--- config.mk ---
export PLATFORM = sky130hd
export DESIGN_NAME = pry_arb_rr
export DESIGN_NICKNAME = d
export VERILOG_FILES = /design/src/rtl/pry_arb_rr.sv
export SDC_FILE = /design/constraint.sdc
export NUM_CORES = 1
export LEC_CHECK = 0
export ABC_AREA = 1
export ABC_CLOCK_PERIOD_IN_PS = 1700
export BUFFER_PORTS_ARGS = -buffer_cell sky130_fd_sc_hd__clkbuf_2
export CAP_MARGIN = 20
export CORE_MARGIN = 3
export CORE_UTILIZATION = 27
export DETAILED_ROUTE_END_ITERATION = 12
export SKIP_LAST_GASP = 1
export SLEW_MARGIN = 20
export SYNTH_ARGS = -nofsm -noshare
export SYNTH_HDL_FRONTEND = slang
export SYNTH_SLANG_ARGS = --single-unit
--- constraint.sdc ---
create_clock -name clk -period 1.7 [get_ports clk]
set_input_delay 0.425 -clock clk [delete_from_list [all_inputs] [get_ports clk]]
set_output_delay 0.425 -clock clk [all_outputs]
set_load 0.005 [all_outputs]
--- src/rtl/pry_arb_rr.sv ---
// Round-robin arbiter with rightmost-priority selection.
// The winner is registered as one-hot plus binary index behind a valid/ready handshake.
// A rotating mask passes only the requests strictly above the last winner.
// When no masked request is active, selection falls back to the unmasked vector (wrap).
module pry_arb_rr #(
  parameter  int unsigned WIDTH     = 8,
  localparam int unsigned WIDTH_LOG = $clog2(WIDTH)
) (
  input  logic                 clk,
  input  logic                 rst_n,
  input  logic [WIDTH-1:0]     req,
  input  logic                 lck,
  output logic [WIDTH-1:0]     gnt_oht,
  output logic [WIDTH_LOG-1:0] gnt_bin,
  output logic                 gnt_vld,
  input  logic                 gnt_rdy
);

  localparam logic [WIDTH-1:0] One = WIDTH'(1);

  logic [WIDTH-1:0]     msk_q, msk_d;
  logic [WIDTH-1:0]     lst_q, lst_d;
  logic [WIDTH-1:0]     oht_d;
  logic [WIDTH_LOG-1:0] bin_d;
  logic                 vld_d;

  logic [WIDTH-1:0]     req_m;
  logic [WIDTH-1:0]     sel_m, sel_u, sel;
  logic [WIDTH_LOG-1:0] sel_bin;
  logic                 lock_hit;
  logic                 ld;

  // Select the winner: locked re-grant, else rightmost masked request, else rightmost request.
  always_comb begin
    req_m    = req & msk_q;
    lock_hit = lck & (|(req & lst_q));
    // x & -x isolates the rightmost set bit; the carry out of WIDTH bits is dropped.
    sel_m    = req_m & (~req_m + One);
    sel_u    = req & (~req + One);
    if (lock_hit) begin
      sel = lst_q;
    end else if (|req_m) begin
      sel = sel_m;
    end else begin
      sel = sel_u;
    end
  end

  // Encode the one-hot selection by OR-ing the index of every set bit.
  always_comb begin
    sel_bin = '0;
    for (int i = 0; i < WIDTH; i++) begin
      if (sel[i]) begin
        sel_bin = sel_bin | i[WIDTH_LOG-1:0];
      end
    end
  end

  // Compute the next state: load when the output register is empty or being consumed.
  always_comb begin
    ld    = ~gnt_vld | gnt_rdy;
    msk_d = msk_q;
    lst_d = lst_q;
    oht_d = gnt_oht;
    bin_d = gnt_bin;
    vld_d = gnt_vld;
    if (ld) begin
      if (|req) begin
        oht_d = sel;
        bin_d = sel_bin;
        vld_d = 1'b1;
        lst_d = sel;
        // Keep only bits strictly above the winner; the top winner yields 0, forcing a wrap.
        msk_d = ~((sel << 1) - One);
      end else begin
        oht_d = '0;
        vld_d = 1'b0;
      end
    end
  end

  // Hold the grant, mask and last-winner state; reset drops any pending grant.
  always_ff @(posedge clk or negedge rst_n) begin
    if (!rst_n) begin
      gnt_oht <= '0;
      gnt_bin <= '0;
      gnt_vld <= 1'b0;
      msk_q   <= '1;
      lst_q   <= '0;
    end else begin
      gnt_oht <= oht_d;
      gnt_bin <= bin_d;
      gnt_vld <= vld_d;
      msk_q   <= msk_d;
      lst_q   <= lst_d;
    end
  end

endmodule

==> flow_summary.toml <==
[finish]
finalNonFillerCells = 378
syn_to_final_growth_pct = 41.4
drive_above_1_share_pct = 42.9
final_cell_mix = "nand2_1 (74), buf_4 (35), inv_1 (28)"
nets = 318
insertedDiodeCount = 0
final_common_cell = "nand2_1"

[worst_hold_path]
hold_path_class = "input pin to asynchronous set/reset pin"

[setup_path]
cp-end-kind = "flip-flop"
worstPathArrival_ps = 1890
worstSetupPathType = "flip-flop to flip-flop"
critPathMaxFanout = 5
crit_required_ps = 1920
start_kind = "flip-flop"

[power_and_ir_drop]
power.density_mw_per_mm2 = 1640
irDropWorstVdd_v = 0.000468
total_power_mw = 3.97
power_leakage_nw = 1.27

[yosys]
synth_edf_count = 0
synth_seq_area_share_pct = 41.6
synth_top_area_share_pct = 29.3
ys.flop_type = "dfrtp_1"
syn_nets = 254
synthCells = 241
synth_area_leaders = "dfrtp_1 (29%), nand2_1 (19%), dfstp_2 (12%), inv_1 (6.4%), nor2_1 (6.1%)"
avgSynthCellArea_um2 = 7.10
ys_ff_latch = 28
syn_area_mm2 = 0.00171
synth.distinct_cells = 27
yosys.area.top_type = "dfrtp_1"
async_flop_share_pct = 100
synth_warnings = 0

[timing]
period_share_pct = 98.5
setup_viol = 0
fmax_mhz = 597
fin_ws_ps = 25.7
final.min_clock_period_ps = 1670
slew_viol_final = 0
finalHoldViolCount = 0
tns_ps = 0
tightest_slew_ps = 673
fin_skew_ps = 3.13
hold_slack_ps = 163
slew_headroom_pct = 55.1
rsz0062_at_grt = "yes"

[clocking]
ctsLongestPathBuffers = 2
cts.sinks = 28
cts_made_buffers = 3
clk_latency_ps = 280
htreeDepth = 1
cts_hold_buf = 0
cts_tree = "done"
clockRootBuffer = "clkbuf_8"
clk_pin_slew_ps = 90

[floorplan]
rows = 28
placeableCoreArea_mm2 = 0.00603
ios = 24
dieHeight_um = 85.6
initial_core_util_pct = 28.4
die_area_mm2 = 0.00733
fp.dieW_um = 85.6

[drt]
num_vias = 1684
wire_per_inst_um = 12.4
drt_wl_total_mm = 4.70
via_per_inst = 4.46
detail-route-antenna-nets = 0
dr.pass1.iters = 4
drt_iter0_markers = 111
drcViolationCount = 0

[global_route]
track_usage_pct = 13.2
grt_pass1_vias = 1707
grt_overflow = 0
grt_max_degree = 29
grt_pass1_wl_mm = 7.80
antenna_found_initial = 0

[placed_design]
gp_congestion = 0.906
dp.cells = 368
place_ws_ps = -248
io_buffer_count = 23
dpl.hpwl_mm = 3.58

[job]
cap_violations = 0

[status]
status = "finished clean"
==> cell usage after synthesis (2+ instances only) <==
cell,instances
a21oi_1,5
buf_6,2
dfrtp_1,20
dfstp_2,8
inv_1,29
inv_2,2
nand2_1,87
nand2_2,7
nand2_4,2
nand3_1,19
nand4_1,3
nor2_1,28
nor2_2,3
nor2_4,2
nor3_1,2
o21ai_0,4
o21ai_1,7
o21ai_2,2
==> area by class of cell <==
cell class,count,area (µm²)
inverter,32,123
clock buffer,3,41.3
tap,75,93.8
multi-input combinational,178,1010
fill,658,3610
timing repair buffer,62,440
sequential,28,711
==> worst max-delay path, stage by stage (launching register included) <==
cell and delay (ps):
dfrtp_1 410, nand2_1 80, nand2_1 60, nor2_2 110, nand2_2 110, nand2_4 130
nand3_2 100, nand2_4 100, buf_6 110, nand2_2 60, nor2_2 120, nand3_2 90
nand3_2 90, nand2_1 50
==> sequential cells by signal, indices dropped and copies added (netlist names) <==
register,count
msk_q,8
lst_q,8
gnt_vld,1
gnt_bin,3
gnt_oht,8
==> cell families after synthesis <==
logic type      synth area share (%)
compound gates                  7.32
flops                           41.6
fa+ha+maj                      0.731
simple gates                    40.4
buf+inv                         10.0
==> metrics by stage <==
stage / utilization (%) / area, µm²
5_1_grt: 40.1 / 2420
6_report: 40.1 / 2420
3_3_place_gp: 35.5 / 2140
3_5_place_dp: 35.5 / 2140
2_1_floorplan: - / 1710
4_1_cts: 37.5 / 2260
==> report_power, final <==
| group | internal (mW) | total, mW | switching, mW | leakage, nW |
|---|---|---|---|---|
| Combinational | 1.05 | 2.42 | 1.38 | 0.919 |
| Clock | 0.160 | 0.362 | 0.202 | 0.0216 |
| Sequential | 1.01 | 1.18 | 0.179 | 0.330 |
| Total | 2.21 | 3.97 | 1.76 | 1.27 |
==> path summary, 6_finish.rpt <==
| path | startpoint | end | slack, ps | cells after the start |
|---|---|---|---|---|
| min | rst_n | lst_q[7]$_DFFE_PN0P_ | 160 | 1 |
| max | lst_q[4]$_DFFE_PN0P_ | msk_q[6]$_DFFE_PN1P_ | 30 | 13 |
| min reg2reg | msk_q[0]$_DFFE_PN1P_ | msk_q[0]$_DFFE_PN1P_ | 460 | 2 |
| min in group clk | gnt_rdy | gnt_vld$_DFFE_PN0P_ | 430 | 4 |
| max in group asynchronous | rst_n | gnt_vld$_DFFE_PN0P_ | 1100 | 1 |
| max reg2reg | lst_q[4]$_DFFE_PN0P_ | msk_q[6]$_DFFE_PN1P_ | 30 | 13 |
==> layer usage <==
metal | GRT usage, % | wire length [µm] | up-vias
li1 | - | - | 872
met1 | 18.2 | 2130 | 769
met2 | 21.7 | 2300 | 36
met3 | 1.54 | 175 | 7
met4 | 4.32 | 86 | 0
met5 | 0 | 0 | -
==> repair_timing <==
action,in CTS,in global routing
pin swaps,10,22
gates resized for setup,13,37
hold endpoints to repair,0,0
setup buffers,4,2
gates cloned,1,0
endpoints found under the setup margin,6,14
No activity file was read; power rests on OpenSTA's default activity.
